## src/rtl/shift_pkg.sv

```systemverilog
// Shared encodings for the multi-cycle shifter: shift ops, per-bit cell select codes
// and the sequencer state.
package shift_pkg;

    typedef enum logic [1:0] {
        OP_SLL = 2'b00,
        OP_SRL = 2'b01,
        OP_SRA = 2'b10,
        OP_ROR = 2'b11
    } op_e;

    typedef enum logic [1:0] {
        SEL_HOLD      = 2'b00,
        SEL_FROM_LOW  = 2'b01,
        SEL_FROM_HIGH = 2'b10,
        SEL_LOAD      = 2'b11
    } sel_e;

    typedef enum logic [1:0] {
        IDLE  = 2'b00,
        SHIFT = 2'b01,
        DONE  = 2'b10
    } state_e;

endpackage

```

## src/rtl/shift_cell.sv

```systemverilog
// One bit of the shift register: a flip-flop fed by a 4:1 mux choosing hold,
// the lower neighbour, the upper neighbour or the load bit.
module shift_cell
    import shift_pkg::*;
(
    input  logic clk,
    input  logic rst_n,
    input  sel_e sel,
    input  logic from_low,
    input  logic from_high,
    input  logic load_bit,
    output logic q
);

    // NOTE: sequential state uses non-blocking assignments so every cell samples
    // its neighbours' pre-edge values; blocking here would ripple one shift across the row.
    always_ff @(posedge clk or negedge rst_n) begin
        if (!rst_n) begin
            q <= 1'b0;
        end else begin
            unique case (sel)
                SEL_HOLD:      q <= q;
                SEL_FROM_LOW:  q <= from_low;
                SEL_FROM_HIGH: q <= from_high;
                SEL_LOAD:      q <= load_bit;
                default:       q <= q;
            endcase
        end
    end

endmodule

```

## src/rtl/shift_sequencer.sv

```systemverilog
// Multi-cycle shifter: latches a shift command on start, then steps a row of
// shift_cell bits one position per clock and pulses done when finished.
module shift_sequencer
    import shift_pkg::*;
#(
    parameter int WIDTH = 16,
    parameter int CNT_W = 4
) (
    input  logic             clk,
    input  logic             rst_n,
    input  logic             start,
    input  logic [1:0]       op,
    input  logic [CNT_W-1:0] amount,
    input  logic [WIDTH-1:0] data_in,
    output logic [WIDTH-1:0] data_out,
    output logic             carry_out,
    output logic             busy,
    output logic             done
);

    state_e           state, state_nxt;
    sel_e             sel;
    logic             fill;
    op_e              op_q;
    logic [CNT_W-1:0] cnt;
    logic [WIDTH-1:0] q;

    always_ff @(posedge clk or negedge rst_n) begin
        if (!rst_n) state <= IDLE;
        else        state <= state_nxt;
    end

    // NOTE: every output of this block is given a default first so no path
    // through the case leaves a signal unassigned and infers a latch.
    always_comb begin
        state_nxt = state;
        sel       = SEL_HOLD;
        fill      = 1'b0;
        unique case (state)
            IDLE: begin
                if (start) begin
                    sel       = SEL_LOAD;
                    state_nxt = (amount != '0) ? SHIFT : DONE;
                end
            end
            SHIFT: begin
                unique case (op_q)
                    OP_SLL: begin sel = SEL_FROM_LOW;  fill = 1'b0;       end
                    OP_SRL: begin sel = SEL_FROM_HIGH; fill = 1'b0;       end
                    OP_SRA: begin sel = SEL_FROM_HIGH; fill = q[WIDTH-1]; end
                    OP_ROR: begin sel = SEL_FROM_HIGH; fill = q[0];       end
                    default: sel = SEL_HOLD;
                endcase
                if (cnt == CNT_W'(1)) state_nxt = DONE;
            end
            DONE:    state_nxt = IDLE;
            default: state_nxt = IDLE;
        endcase
    end

    // NOTE: the latched command registers are reset along with the control state
    // so no X can leak into the select or fill logic before the first start.
    always_ff @(posedge clk or negedge rst_n) begin
        if (!rst_n) begin
            op_q      <= OP_SLL;
            cnt       <= '0;
            carry_out <= 1'b0;
        end else if (state == IDLE && start) begin
            op_q      <= op_e'(op);
            cnt       <= amount;
            carry_out <= 1'b0;
        end else if (state == SHIFT) begin
            cnt       <= cnt - CNT_W'(1);
            carry_out <= (op_q == OP_SLL) ? q[WIDTH-1] : q[0];
        end
    end

    // The end cells take the fill bit in place of the missing neighbour.
    for (genvar i = 0; i < WIDTH; i++) begin : g_cell
        logic from_low, from_high;
        if (i == 0) begin : g_lsb
            assign from_low = fill;
        end else begin : g_low
            assign from_low = q[i-1];
        end
        if (i == WIDTH - 1) begin : g_msb
            assign from_high = fill;
        end else begin : g_high
            assign from_high = q[i+1];
        end

        shift_cell u_cell (
            .clk       (clk),
            .rst_n     (rst_n),
            .sel       (sel),
            .from_low  (from_low),
            .from_high (from_high),
            .load_bit  (data_in[i]),
            .q         (q[i])
        );
    end

    assign data_out = q;
    assign busy     = (state != IDLE);
    assign done     = (state == DONE);

endmodule

```

## config.mk

```make
export PLATFORM = sky130hd
export DESIGN_NAME = shift_sequencer
export DESIGN_NICKNAME = d
export VERILOG_FILES = /design/src/rtl/shift_pkg.sv /design/src/rtl/shift_cell.sv /design/src/rtl/shift_sequencer.sv
export SDC_FILE = /design/constraint.sdc
export NUM_CORES = 1
export LEC_CHECK = 0
export ABC_AREA = 1
export CAP_MARGIN = 20
export CORE_MARGIN = 8
export CORE_UTILIZATION = 49
export DETAILED_ROUTE_END_ITERATION = 8
export PLACE_DENSITY_LB_ADDON = 0.1
export SETUP_SLACK_MARGIN = 0.05
export SYNTH_ARGS = -nofsm -noshare
export SYNTH_HDL_FRONTEND = slang
export SYNTH_SLANG_ARGS = --single-unit
```

## constraint.sdc

```tcl
create_clock -name clk -period 1.6 [get_ports clk]
set_input_delay 0.32 -clock clk [delete_from_list [all_inputs] [get_ports clk]]
set_output_delay 0.32 -clock clk [all_outputs]
set_load 0.02 [all_outputs]
```

==> flow_summary.json <==
{
  "slew_headroom_pct": 78.3,
  "cts_hold_buf": 0,
  "synth_nets": 270,
  "hold_viol": 0,
  "r2r-start": "state[1]",
  "synth_edf_count": 0,
  "skew_ns": 0.000762,
  "synth_cell_types": 24,
  "dieArea_sq_mm": 0.00564,
  "drt_iter0_markers": 186,
  "n_fill_cell": 320,
  "via_per_inst": 4.81,
  "dp_hpwl_microns": 3130,
  "comb_power_share_pct": 66.8,
  "fin_nets": 303,
  "clk_pin_slew_worst_paths_ns": 0.13,
  "endpoint_kind": "primary output",
  "overflow": 0,
  "placed_cells": 317,
  "peakVddDrop_v": 0.00111,
  "intPower_mw": 2.22,
  "grt_setup_unrepaired": "no",
  "worstReg2RegEnd": "g_cell[5].u_cell.q",
  "fmax_ghz": 0.681,
  "synth_top_area_share_pct": 36.5,
  "drive_above_1_share_pct": 10.5,
  "setup_viol_count_final": 0,
  "grt_use_total_pct": 15.9,
  "ys_ff_latch": 25,
  "slew_viol_final": 0,
  "fp.dieH_microns": 75.1,
  "gp_routability_congestion": 0.799,
  "status": "completed",
  "antenna_found_initial": 0,
  "required_ns": 1.28,
  "seqCellArea_sq_um": 626,
  "cp_max_fo": 3,
  "clockBufferDepth": 2,
  "grt_pass1_wl_microns": 7100,
  "wirelength_microns": 4120,
  "finalCriticalPeriod_ns": 1.47,
  "ctsRootBufferMaster": "clkbuf_4",
  "multi_input_area_sq_um": 757,
  "synth-main-ff-cell": "dfrtp_1",
  "rr_worst_depth": 8,
  "io_pins": 44,
  "ys_seq_area_share_pct": 36.5,
  "async_flop_share_pct": 100,
  "clkSinkCount": 25,
  "grt_pass1_vias": 1534,
  "coreArea_sq_mm": 0.00334,
  "switchingPower_mw": 2.33,
  "p_leak_nw": 1.11,
  "tightest_slew_ns": 0.325,
  "grt_max_degree": 26,
  "dieWidth_microns": 75.1,
  "crit_type": "reg2out",
  "synth.largest_area_cell": "dfrtp_1",
  "n_antenna_cell": 0,
  "h-tree-depth": 1,
  "final_cells": 321,
  "cp-start-kind": "flip-flop",
  "synth_common_cells": "47 x nand2_1, 38 x nor2_1, 37 x nand3_1",
  "rows": 21,
  "clk_latency_ns": 0.31,
  "synth-warning-count": 0,
  "post-cts-setup-buffer-count": 0,
  "yosys-top-cells-area": "dfrtp_1 37%, nand3_1 11%, nand2_1 10%, nor2_1 8.3%, inv_1 7.5%",
  "worst_ep_arrival_time_ns": 1.15,
  "fin_tns_setup_ns": 0,
  "r2r_setup_slack_ns": 0.16,
  "ant_nets": 0,
  "area_delta_synth_final_pct": 22.4,
  "wire_per_inst_microns": 12.8,
  "cts_tree": "built",
  "firstDrtPassIters": 4,
  "clock_power_share_pct": 6.2,
  "seq_power_share_pct": 27.0,
  "syn-instance-count": 243,
  "hold_path_class": "in2async",
  "yosysMostFrequentCell": "nand2_1",
  "swShare_pct": 51.3,
  "p_per_area_mw_per_mm2": 2170,
  "vias": 1545,
  "initial_core_util_pct": 51.3,
  "fin_crit_sh_pct": 91.8,
  "syn_area_per_cell_sq_um": 7.04,
  "cts_buffers": 3,
  "maxCapViolations": 0,
  "crit_start": "state[0]",
  "numPortBuffers": 43,
  "synth_area_sq_mm": 0.00171,
  "drc": 0
}
## kinds of logic after synthesis
family | synth area share, %
flip-flops | 36.5
AND/OR/NAND/NOR | 36.0
XOR/XNOR | 0.512
AO/OA/AOI/OAI | 5.77
buffers and inverters | 19.7
adder cells (fa/ha/maj) | 1.46
## cell usage in the layout (no fill, tap or decap), types with 5 or more instances in the layout
cell type        instances
nor2_1                  38
buf_4                    8
nand3_1                 37
nand2_1                 47
or2_2                    5
clkdlybuf4s50_1         24
o21ai_0                  7
dfrtp_1                 25
inv_1                   34
dlygate4sd2_1           17
## how the worst max path moves through the flow
stage                     endpoint  cells after the start  slack, ns
6_report                      done                      2       0.13
5_1_grt         g_cell[5].u_cell.q                      8       0.06
4_1_cts                       busy                      3       0.06
3_5_place_dp    g_cell[5].u_cell.q                      6      0.001
3_3_place_gp   g_cell[12].u_cell.q                      6       0.01
2_1_floorplan  g_cell[13].u_cell.q                      9       0.40
## metrics by stage
step                      total power [mW]  worst slack, ns  utilization [%]  hold slack, ns  instance area, sq um
after floorplan                       3.71            0.399                -          0.0244                  1710
after global placement                4.38           0.0108             62.5           0.487                  2090
after detailed placement              4.44          0.00101             62.5           0.497                  2090
after CTS                             4.56           0.0551             62.6           0.360                  2090
after global routing                  5.07           0.0580             62.8           0.362                  2100
final                                 4.55            0.132             62.8           0.357                  2100
## final cells by class
cell class                      count  share of cell area, %
Timing Repair Buffer               52                   23.1
Tap cell                           46                   2.75
Clock buffer                        4                   1.25
Multi-Input combinational cell    156                   36.1
Inverter                           38                   6.93
Sequential cell                    25                   29.9
## worst max-delay path: stages (launching register included)
cell             delay [ns]
dfrtp_1                0.43
nor2_1                 0.11
clkdlybuf4s15_1        0.30
## sequential cells by signal, indices dropped and copies added (netlist names)
name / cells
state: 2
carry_out: 1
op_q: 2
g_cell.u_cell.q: 16
cnt: 4
## repair_timing
| action | 4_1_cts | 5_1_grt |
|---|---|---|
| hold endpoints to repair | 0 | 0 |
| setup endpoints to repair | 19 | 4 |
| gates resized for setup | 19 | 4 |
## power groups by stage
stage,clock [mW],combinational [mW],sequential [mW]
2_1_floorplan,0,2.50,1.21
3_3_place_gp,0,3.13,1.25
3_5_place_dp,0,3.18,1.26
4_1_cts,0.293,3.03,1.23
5_1_grt,0.323,3.46,1.28
6_report,0.282,3.04,1.23
## routing by layer
layer	wire, microns	part of all wire [%]	track usage, %	vias to the layer above
li1	-	-	-	802
met2	1860	45	25.4	45
met1	1920	47	21.2	694
met5	0	0	0	-
met4	41	1.0	4.78	0
met3	301	7.3	2.53	4
(Power assumes the default switching activity.)
